$ cat src/rtl/ps2_pkg.sv
// ps2_pkg: definitions shared by the PS/2 host transmitter and keyboard receiver.
//   ps2_state_t     - transmitter FSM states
//   PS2_CMD_*       - host command bytes
//   PS2_ACK_BYTE    - device acknowledge byte, checked by the receiver
//   odd_parity_bit  - parity bit that makes data plus parity an odd count of ones
`timescale 1ns/1ps
package ps2_pkg;

    typedef enum logic [2:0] {
        IDLE,
        INHIBIT,
        RTS,
        SEND,
        ACK,
        WAITIDLE
    } ps2_state_t;

    localparam logic [7:0] PS2_CMD_SET_LEDS = 8'hED;
    localparam logic [7:0] PS2_CMD_ENABLE   = 8'hF4;
    localparam logic [7:0] PS2_CMD_RESET    = 8'hFF;
    localparam logic [7:0] PS2_ACK_BYTE     = 8'hFA;

    function automatic logic odd_parity_bit(input logic [7:0] d);
        return ~^d;
    endfunction

endpackage

$ cat src/rtl/ps2_sync_filter.sv
// ps2_sync_filter: conditions one raw PS/2 pin.
// A 2-FF synchronizer feeds a stability counter; the filtered output only
// follows the synchronized value after it has held for FILTER_LEN cycles.
// Ports:
//   clk   - system clock
//   rst_n - asynchronous active-low reset (filtered output resets to idle-high)
//   din   - raw pin value
//   dout  - filtered line level
//   fall  - one-cycle pulse in the cycle dout goes from 1 to 0
`timescale 1ns/1ps
module ps2_sync_filter #(
    parameter int FILTER_LEN = 16
) (
    input  logic clk,
    input  logic rst_n,
    input  logic din,
    output logic dout,
    output logic fall
);

    localparam int CW = $clog2(FILTER_LEN + 1);

    logic          sync_a;
    logic          sync_b;
    logic [CW-1:0] stable_cnt;

    always_ff @(posedge clk or negedge rst_n) begin
        if (!rst_n) begin
            sync_a     <= 1'b1;
            sync_b     <= 1'b1;
            dout       <= 1'b1;
            fall       <= 1'b0;
            stable_cnt <= '0;
        end else begin
            sync_a <= din;
            sync_b <= sync_a;
            fall   <= 1'b0;
            // Any return to the current filtered level restarts the count,
            // so short glitches never reach dout.
            if (sync_b == dout) begin
                stable_cnt <= '0;
            end else if (stable_cnt == CW'(FILTER_LEN - 1)) begin
                dout       <= sync_b;
                fall       <= ~sync_b;
                stable_cnt <= '0;
            end else begin
                stable_cnt <= stable_cnt + 1'b1;
            end
        end
    end

endmodule

$ cat src/rtl/ps2_host_tx.sv
// ps2_host_tx: host-to-device PS/2 command transmitter.
// Pulls PS2_CLK low for INHIBIT_CYCLES, requests to send with a start bit,
// shifts out 8 data bits (LSB first), odd parity and stop on device clock
// falls, then samples the device ACK and waits for idle lines.
// Ports:
//   CLK100MHZ, CPU_RESETN     - clock, asynchronous active-low reset
//   tx_valid/tx_data/tx_ready - command byte handshake
//   ps2_clk_in/ps2_data_in    - raw pin levels
//   ps2_clk_oe/ps2_data_oe    - 1 pulls the pin low (open drain)
//   busy                      - transfer in progress, gates the receiver
//   done, ack_ok, err         - end-of-transfer pulse, ACK status, error pulse
// Build option: define PS2_HOST_TX_TIMEOUT_EN to enable the TIMEOUT_CYCLES
// watchdog that aborts a transfer when the device stops clocking.
`timescale 1ns/1ps
module ps2_host_tx
    import ps2_pkg::*;
#(
    parameter int CLK_FREQ_HZ    = 100_000_000,
    parameter int INHIBIT_CYCLES = 10_000,
    parameter int FILTER_LEN     = 16,
    parameter int TIMEOUT_CYCLES = 2_000_000
) (
    input  logic       CLK100MHZ,
    input  logic       CPU_RESETN,
    input  logic       tx_valid,
    input  logic [7:0] tx_data,
    output logic       tx_ready,
    input  logic       ps2_clk_in,
    input  logic       ps2_data_in,
    output logic       ps2_clk_oe,
    output logic       ps2_data_oe,
    output logic       busy,
    output logic       done,
    output logic       ack_ok,
    output logic       err
);

    // All timing is expressed in cycles; the frequency is informational.
    localparam int unused_clk_freq = CLK_FREQ_HZ;
    localparam int IW = $clog2(INHIBIT_CYCLES + 1);

    logic clk_f, clk_fall;
    logic data_f, unused_data_fall;

    ps2_sync_filter #(.FILTER_LEN(FILTER_LEN)) u_clk_filt (
        .clk  (CLK100MHZ),
        .rst_n(CPU_RESETN),
        .din  (ps2_clk_in),
        .dout (clk_f),
        .fall (clk_fall)
    );

    ps2_sync_filter #(.FILTER_LEN(FILTER_LEN)) u_data_filt (
        .clk  (CLK100MHZ),
        .rst_n(CPU_RESETN),
        .din  (ps2_data_in),
        .dout (data_f),
        .fall (unused_data_fall)
    );

    ps2_state_t    state, state_nxt;
    logic [IW-1:0] inh_cnt, inh_cnt_nxt;
    logic [3:0]    bit_idx, bit_idx_nxt;
    logic [7:0]    data_q, data_nxt;
    logic          par_q, par_nxt;
    logic          clk_oe_q, clk_oe_nxt;
    logic          data_oe_q, data_oe_nxt;
    logic          done_q, done_nxt;
    logic          ack_q, ack_nxt;
    logic          err_q, err_nxt;
    logic          wd_expired;

`ifdef PS2_HOST_TX_TIMEOUT_EN
    localparam int TW = $clog2(TIMEOUT_CYCLES + 1);
    logic [TW-1:0] wd_cnt;

    // Restarted by every device clock fall, so it measures silence on the
    // bus rather than total transfer time.
    always_ff @(posedge CLK100MHZ or negedge CPU_RESETN) begin
        if (!CPU_RESETN) begin
            wd_cnt <= '0;
        end else if ((state == IDLE && tx_valid) || clk_fall) begin
            wd_cnt <= '0;
        end else if (wd_cnt != TW'(TIMEOUT_CYCLES - 1)) begin
            wd_cnt <= wd_cnt + 1'b1;
        end
    end

    assign wd_expired = (wd_cnt == TW'(TIMEOUT_CYCLES - 1)) &&
                        (state inside {RTS, SEND, ACK, WAITIDLE});
`else
    localparam int unused_timeout = TIMEOUT_CYCLES;
    assign wd_expired = 1'b0;
`endif

    always_ff @(posedge CLK100MHZ or negedge CPU_RESETN) begin
        if (!CPU_RESETN) begin
            state     <= IDLE;
            inh_cnt   <= '0;
            bit_idx   <= '0;
            data_q    <= '0;
            par_q     <= 1'b0;
            clk_oe_q  <= 1'b0;
            data_oe_q <= 1'b0;
            done_q    <= 1'b0;
            ack_q     <= 1'b0;
            err_q     <= 1'b0;
        end else begin
            state     <= state_nxt;
            inh_cnt   <= inh_cnt_nxt;
            bit_idx   <= bit_idx_nxt;
            data_q    <= data_nxt;
            par_q     <= par_nxt;
            clk_oe_q  <= clk_oe_nxt;
            data_oe_q <= data_oe_nxt;
            done_q    <= done_nxt;
            ack_q     <= ack_nxt;
            err_q     <= err_nxt;
        end
    end

    always_comb begin
        state_nxt   = state;
        inh_cnt_nxt = inh_cnt;
        bit_idx_nxt = bit_idx;
        data_nxt    = data_q;
        par_nxt     = par_q;
        clk_oe_nxt  = clk_oe_q;
        data_oe_nxt = data_oe_q;
        ack_nxt     = ack_q;
        done_nxt    = 1'b0;
        err_nxt     = 1'b0;

        case (state)
            IDLE: begin
                if (tx_valid) begin
                    data_nxt    = tx_data;
                    par_nxt     = odd_parity_bit(tx_data);
                    ack_nxt     = 1'b0;
                    inh_cnt_nxt = '0;
                    clk_oe_nxt  = 1'b1;
                    state_nxt   = INHIBIT;
                end
            end
            INHIBIT: begin
                if (inh_cnt == IW'(INHIBIT_CYCLES - 1)) begin
                    data_oe_nxt = 1'b1;
                    state_nxt   = RTS;
                end else begin
                    inh_cnt_nxt = inh_cnt + 1'b1;
                end
            end
            RTS: begin
                clk_oe_nxt  = 1'b0;
                bit_idx_nxt = '0;
                state_nxt   = SEND;
            end
            SEND: begin
                // Data changes while the device holds the clock low; the
                // device samples it on the following rising edge.
                if (clk_fall) begin
                    if (bit_idx < 4'd8) begin
                        data_oe_nxt = ~data_q[bit_idx[2:0]];
                    end else if (bit_idx == 4'd8) begin
                        data_oe_nxt = ~par_q;
                    end else begin
                        data_oe_nxt = 1'b0;
                        state_nxt   = ACK;
                    end
                    bit_idx_nxt = bit_idx + 4'd1;
                end
            end
            ACK: begin
                if (clk_fall) begin
                    ack_nxt   = ~data_f;
                    err_nxt   = data_f;
                    state_nxt = WAITIDLE;
                end
            end
            WAITIDLE: begin
                if (clk_f && data_f) begin
                    done_nxt  = 1'b1;
                    state_nxt = IDLE;
                end
            end
            default: state_nxt = IDLE;
        endcase

        if (wd_expired) begin
            clk_oe_nxt  = 1'b0;
            data_oe_nxt = 1'b0;
            ack_nxt     = 1'b0;
            err_nxt     = 1'b1;
            done_nxt    = 1'b1;
            state_nxt   = IDLE;
        end
    end

    assign tx_ready    = (state == IDLE);
    assign busy        = ~tx_ready;
    assign ps2_clk_oe  = clk_oe_q;
    assign ps2_data_oe = data_oe_q;
    assign done        = done_q;
    assign ack_ok      = done_q & ack_q;
    assign err         = err_q;

endmodule
$ cat config.mk
export PLATFORM = sky130hd
export DESIGN_NAME = ps2_host_tx
export DESIGN_NICKNAME = d
export VERILOG_FILES = /design/src/rtl/ps2_pkg.sv /design/src/rtl/ps2_sync_filter.sv /design/src/rtl/ps2_host_tx.sv
export SDC_FILE = /design/constraint.sdc
export NUM_CORES = 1
export LEC_CHECK = 0
export BUFFER_PORTS_ARGS = -buffer_cell sky130_fd_sc_hd__buf_2
export CELL_PAD_IN_SITES_DETAIL_PLACEMENT = 1
export CELL_PAD_IN_SITES_GLOBAL_PLACEMENT = 1
export CORE_UTILIZATION = 45
export DETAILED_ROUTE_END_ITERATION = 12
export GPL_TIMING_DRIVEN = 1
export MAX_ROUTING_LAYER = met4
export PLACE_DENSITY = 0.8
export SYNTH_ARGS = -nofsm -noshare
export SYNTH_HDL_FRONTEND = slang
export SYNTH_SLANG_ARGS = --single-unit
$ cat constraint.sdc
create_clock -name CLK100MHZ -period 2.3 [get_ports CLK100MHZ]
set_input_delay 0.23 -clock CLK100MHZ [delete_from_list [all_inputs] [get_ports CLK100MHZ]]
set_output_delay 0.23 -clock CLK100MHZ [all_outputs]
set_load 0.005 [all_outputs]
==> flow_metrics.py, run 1 <==
metrics = {
    "global_route": {
        "grt_usage_pct": 19.9,
        "grt_max_degree": 53,
        "grt_pass1_vias": 1910,
        "grt_remaining_overflow": 0,
        "grt_pass1_wl_mm": 8.81,
        "antenna_found_initial": 0,
    },
    "sta": {
        "setup_violations": 0,
        "fin_crit_ns": 2.02,
        "fin_skew_ns": 0.0158,
        "maxSlewHeadroom_pct": 52.0,
        "grt_setup_unrepaired": "no",
        "finalHoldWorstSlack_ns": 0.0154,
        "setup_tns_ns": 0,
        "tightest_slew_ns": 0.718,
        "hold_viol": 0,
        "fin_crit_sh_pct": 88.0,
        "max_freq_mhz": 494,
        "setup_ws_ns": 0.277,
        "drv_slew": 0,
    },
    "logic_synthesis": {
        "synthCells": 242,
        "post_synth.cell_area_avg_um2": 10.2,
        "post-synth-top-count-cell": "dfrtp_1",
        "ys_seq_elements": 52,
        "synth_warnings": 0,
        "synth_top_area_share_pct": 46.6,
        "yosys-top-cells-area": "dfrtp_1 47%, dfstp_2 6.4%, nand2_1 5.8%",
        "netlist_area_um2": 2470,
        "synth_top_cell_by_area": "dfrtp_1",
        "ys_async_sr_fraction_pct": 100,
        "synth_edf_count": 0,
        "synthFlopType": "dfrtp_1",
        "synth-seq-area-share_pct": 53.0,
        "synthesis.nets": 260,
        "synth_cell_types": 47,
        "yosys-top-cells-count": "46 x dfrtp_1, 38 x nand2_1, 20 x nor2_1",
    },
    "layout": {
        "antenna_cells": 0,
        "fill_cells": 599,
        "area_delta_synth_final_pct": 11.4,
        "stdcell_count": 336,
        "finalInstanceArea_um2": 2750,
        "drive_gt1_share_pct": 17.3,
        "nNetsFinal": 283,
    },
    "detailed_routing": {
        "via_per_inst": 5.42,
        "drc": 0,
        "totalWireLength_mm": 5.00,
        "drtIter0Drc": 65,
        "routedWlPerCell_um": 14.9,
        "ant_nets": 0,
        "num_vias": 1821,
        "first_pass_iters": 4,
    },
    "cts": {
        "cts_tree": "yes",
        "h-tree-depth": 2,
        "root_buffer": "clkbuf_8",
        "clk_latency_ns": 0.32,
        "cts_inserted_buffers": 5,
        "clk_pin_slew_worst_paths_ns": 0.11,
        "cts.sinks": 52,
        "cts_setup_buffers": 0,
        "clockBufferDepth": 2,
    },
    "placement": {
        "hpwl_mm": 3.60,
        "placed_area_um2": 2650,
        "routabilityCongestion": 0.864,
        "io_buffer_count": 19,
        "pre_cts_ws_ns": 0.267,
        "dp_cells": 327,
    },
    "critical_path": {
        "crit_arrival_ns": 2.22,
        "required_ns": 2.49,
        "path_class": "flip-flop to flip-flop",
        "start_kind": "flip-flop",
        "cp_max_fo": 21,
        "cp_slowest_cell": "nand2_1",
        "path_cells": "nor3_1 -> nand2_1 -> o211ai_1 -> o31ai_1",
        "end_kind": "flip-flop",
        "slowest_delay_ns": 0.54,
    },
    "floorplan": {
        "boundaryPins": 20,
        "die-height_um": 76.1,
        "die_area_um2": 5790,
        "die_width_um": 76.1,
        "design.core.area_um2": 5200,
        "row_count": 26,
        "initial_core_util_pct": 47.5,
    },
    "pwr": {
        "power_leakage_nw": 1.28,
        "p_per_area_nw_per_um2": 708,
        "irDropWorstVdd_uv": 452,
    },
    "run_status": {
        "status": "completed",
    },
    "run": {
        "drv_cap": 0,
    },
    "worst_hold_path": {
        "hold_class": "primary input to asynchronous set/reset pin",
    },
}
==> cell type report <==
class,count,area (µm²),share of cell area (%)
Sequential cell,52,1310,47.5
Multi-Input combinational cell,172,1090,39.5
Timing Repair Buffer,25,143,5.18
Tap cell,70,87.6,3.18
Clock buffer,5,68.8,2.50
Inverter,9,33.8,1.23
Clock inverter,3,23.8,0.864
==> path summary, 6_finish.rpt <==
| kind | start | to | slack (ns) | cells past startpoint |
|---|---|---|---|---|
| setup / recovery | state[1]$_DFFE_PN0P_ | inh_cnt[2]$_DFFE_PN0P_ | 0.28 | 4 |
| hold / removal | CPU_RESETN | data_q[6]$_DFFE_PN0P_ | 0.02 | 2 |
| setup reg to reg | state[1]$_DFFE_PN0P_ | inh_cnt[2]$_DFFE_PN0P_ | 0.28 | 4 |
| hold reg to reg | u_clk_filt.sync_a$_DFF_PN1_ | u_clk_filt.sync_b$_DFF_PN1_ | 0.36 | 0 |
| max in group asynchronous | CPU_RESETN | bit_idx[2]$_DFFE_PN0P_ | 1.83 | 2 |
| min in group CLK100MHZ | ps2_clk_in | u_clk_filt.sync_a$_DFF_PN1_ | 0.02 | 1 |
==> worst max-delay path, delay by kind of cell, from the launching register on <==
kind | cells | cell delay (ns)
and+or+nand+nor | 2 | 0.98
DFF | 1 | 0.53
AOI/OAI and AO/OA | 2 | 0.38
==> where the power goes <==
| part | switching [W] | internal, W | total (W) | leakage [nW] |
|---|---|---|---|---|
| Sequential | 0.000112 | 0.00103 | 0.00114 | 0.658 |
| Clock | 0.000317 | 0.000216 | 0.000533 | 0.0404 |
| Combinational | 0.000140 | 0.000137 | 0.000277 | 0.584 |
| Total | 0.000569 | 0.00138 | 0.00195 | 1.28 |
==> layout by cell type (no fill, tap or decap), types with 2 or more instances in the layout <==
cell type   count
or3_1           2
buf_2          19
a22o_1          2
xor2_1         12
a21oi_1         2
buf_4           5
nand3_1        15
nor4_1          2
o31ai_1         4
nand2b_1        4
clkbuf_8        5
mux2_2          3
dfrtp_1        46
o211ai_1        5
o21ai_0        11
nand2_1        38
nor3_1          3
nand4_1         3
and2_1          5
dfstp_2         6
xnor2_1         8
inv_1           9
and3_1          5
ha_1            5
nor2_1         20
mux2i_1         3
clkinvlp_4      2
==> state kept, by name, summed over array words and instances (netlist names), 3 cells and up <==
name and count:
inh_cnt 14, data_q 8, u_clk_filt.stable_cnt 5, u_data_filt.stable_cnt 5, bit_idx 4, state 3
==> routing by layer <==
metal / up-vias / routed length, µm / global-route usage (%)
li1: 883 / - / -
met1: 908 / 2380 / 24.5
met2: 24 / 2440 / 32.6
met3: 6 / 111 / 3.71
met4: 0 / 78 / 7.69
met5: - / 0 / -
==> stage by stage <==
step                      util [%]  total power [W]
final                         52.9          0.00195
after global routing          52.9          0.00205
after CTS                     52.9          0.00197
after detailed placement      50.9          0.00144
after global placement        50.9          0.00141
after floorplan                  -          0.00133
==> timing repair <==
item / 4_1_cts / 5_1_grt
endpoints found under the hold margin: 1 / 0
resized for setup: 0 / 0
hold buffers: 1 / 0
==> cells by family after synthesis <==
family	count (synthesis)	share of synthesized area, %
AO/OA/AOI/OAI	32	9.07
XOR/XNOR	20	7.09
adder cells (fa/ha/maj)	5	2.53
buffers and inverters	18	2.99
flip-flops	52	53.0
multiplexers	7	3.50
AND/OR/NAND/NOR	108	21.8
Note: power is estimated with default switching activity, not from simulation.
==> inputs of run 2 (changes only) <==
--- a/config.mk
+++ b/config.mk
@@ -7,3 +7,3 @@
 export LEC_CHECK = 0
-export BUFFER_PORTS_ARGS = -buffer_cell sky130_fd_sc_hd__buf_2
+export BUFFER_PORTS_ARGS = -buffer_cell sky130_fd_sc_hd__buf_4
 export CELL_PAD_IN_SITES_DETAIL_PLACEMENT = 1
--- a/constraint.sdc
+++ b/constraint.sdc
@@ -3,2 +3,2 @@
 set_output_delay 0.23 -clock CLK100MHZ [all_outputs]
-set_load 0.005 [all_outputs]
+set_load 0.01 [all_outputs]
==> flow_metrics.py, run 2 (synthesis results as in run 1) <==
metrics = {
    "layout": {
        "final_cell_mix": "46 x dfrtp_1, 38 x nand2_1, 23 x buf_4, 20 x nor2_1, 15 x nand3_1",
        "nNetsFinal": 282,
        "area_delta_synth_final_pct": 12.9,
        "stdcell_count": 335,
        "final_common_cell": "dfrtp_1",
        "largest_reg_flops": 14,
        "top_regs": "inh_cnt (14), data_q (8)",
        "drive_gt1_share_pct": 16.6,
        "finalInstanceArea_um2": 2790,
        "registers.top_by_ff_count": "inh_cnt",
        "antenna_cells": 0,
    },
    "placement": {
        "placed_area_um2": 2690,
        "routabilityCongestion": 0.855,
        "dp_cells": 326,
        "hpwl_mm": 3.55,
        "io_buffer_count": 19,
    },
    "sta": {
        "drv_slew": 0,
        "tightest_slew_ns": 0.646,
        "max_freq_mhz": 537,
        "setup_violations": 0,
        "fin_skew_ns": 0.00985,
        "hold_viol": 0,
        "setup_tns_ns": 0,
        "maxSlewHeadroom_pct": 56.9,
        "fin_crit_ns": 1.86,
        "grt_setup_unrepaired": "no",
        "fin_crit_sh_pct": 81.0,
    },
    "cts": {
        "clockBufferDepth": 2,
        "cts_tree": "yes",
        "clk_pin_slew_worst_paths_ns": 0.10,
        "clk_latency_ns": 0.31,
        "root_buffer": "clkbuf_8",
        "cts.sinks": 52,
        "cts_inserted_buffers": 5,
        "cts_setup_buffers": 0,
        "post_cts_resized": 0,
        "h-tree-depth": 2,
        "ctsHoldBuffers": 1,
    },
    "global_route": {
        "grt_pass1_vias": 1884,
        "antenna_found_initial": 0,
        "grt_max_degree": 53,
        "grt_usage_pct": 19.8,
        "grt_remaining_overflow": 0,
        "grt_pass1_wl_mm": 8.86,
    },
    "critical_path": {
        "required_ns": 2.51,
        "cp_max_fo": 10,
        "crit_arrival_ns": 2.08,
        "path_class": "flip-flop to flip-flop",
        "end_kind": "flip-flop",
        "start_kind": "flip-flop",
    },
    "detailed_routing": {
        "drtIter0Drc": 72,
        "first_pass_iters": 4,
        "totalWireLength_mm": 4.87,
        "num_vias": 1774,
        "via_per_inst": 5.30,
        "drc": 0,
        "routedWlPerCell_um": 14.5,
        "ant_nets": 0,
    },
    "pwr": {
        "irDropWorstVdd_uv": 459,
        "p_per_area_nw_per_um2": 697,
        "power_leakage_nw": 1.29,
    },
    "floorplan": {
        "die_width_um": 76.1,
        "die_area_um2": 5790,
        "boundaryPins": 20,
        "row_count": 26,
        "design.core.area_um2": 5200,
        "initial_core_util_pct": 47.5,
        "die-height_um": 76.1,
    },
    "run": {
        "drv_cap": 0,
    },
    "worst_hold_path": {
        "hold_class": "primary input to flip-flop",
    },
    "run_status": {
        "status": "completed",
    },
}
run 2: cell count changes in the layout (fill, tap and decap cells not counted), sizes merged:
cell / previous run / this run
buf: 24 / 23
clkbuf: 5 / 6
clkinvlp: 2 / 1
run 2: final timing paths:
kind	from	endpoint	slack [ns]	cells after the start
min in group asynchronous	CPU_RESETN	data_q[5]$_DFFE_PN0P_	0.50	2
worst max register to register	inh_cnt[7]$_DFFE_PN0P_	inh_cnt[1]$_DFFE_PN0P_	0.44	5
max in group asynchronous	CPU_RESETN	data_q[4]$_DFFE_PN0P_	1.37	2
worst max-delay path	inh_cnt[7]$_DFFE_PN0P_	inh_cnt[1]$_DFFE_PN0P_	0.44	5
worst min register to register	u_data_filt.sync_a$_DFF_PN1_	u_data_filt.sync_b$_DFF_PN1_	0.36	0
worst min-delay path	ps2_data_in	u_data_filt.sync_a$_DFF_PN1_	0.02	1
run 2: area by class of cell:
cell class / instances / area [µm²]
fill: 590 / 2420
sequential: 52 / 1310
multi-input combinational: 172 / 1090
timing repair buffer: 24 / 183
tap: 70 / 87.6
clock buffer: 6 / 72.6
inverter: 9 / 33.8
clock inverter: 2 / 16.3
run 2: per-stage QoR:
stage / util [%] / total power [W] / worst slack (ns) / hold WS [ns]
2_1_floorplan: - / 0.00133 / 0.529 / -0.0656
3_3_place_gp: 51.7 / 0.00141 / 0.506 / 0.300
3_5_place_dp: 51.7 / 0.00145 / 0.444 / 0.302
4_1_cts: 53.6 / 0.00197 / 0.411 / 0.00918
5_1_grt: 53.6 / 0.00205 / 0.320 / 0.00948
6_report: 53.6 / 0.00194 / 0.438 / 0.0188
run 2: where the power goes:
part | internal [W] | switching (W) | total (W)
clock network | 0.000217 | 0.000304 | 0.000521
registers | 0.00103 | 0.000113 | 0.00114
logic | 0.000142 | 0.000142 | 0.000284
total | 0.00139 | 0.000559 | 0.00194
run 2: worst max-delay path, cell delays in order, from the launching register on:
cell,delay (ns)
dfrtp_1,0.43
or4_4,0.55
o41ai_2,0.37
buf_4,0.23
nand3_1,0.09
o21ai_0,0.10
run 2: per-layer routing:
layer / vias up / part of all wire [%] / routed length (µm) / GRT usage [%]
met4: 0 / 1.3 / 62 / 6.35
met1: 866 / 46 / 2260 / 25.4
li1: 875 / - / - / -
met5: - / 0 / 0 / -
met3: 5 / 2.7 / 132 / 3.11
met2: 28 / 50 / 2420 / 32.5
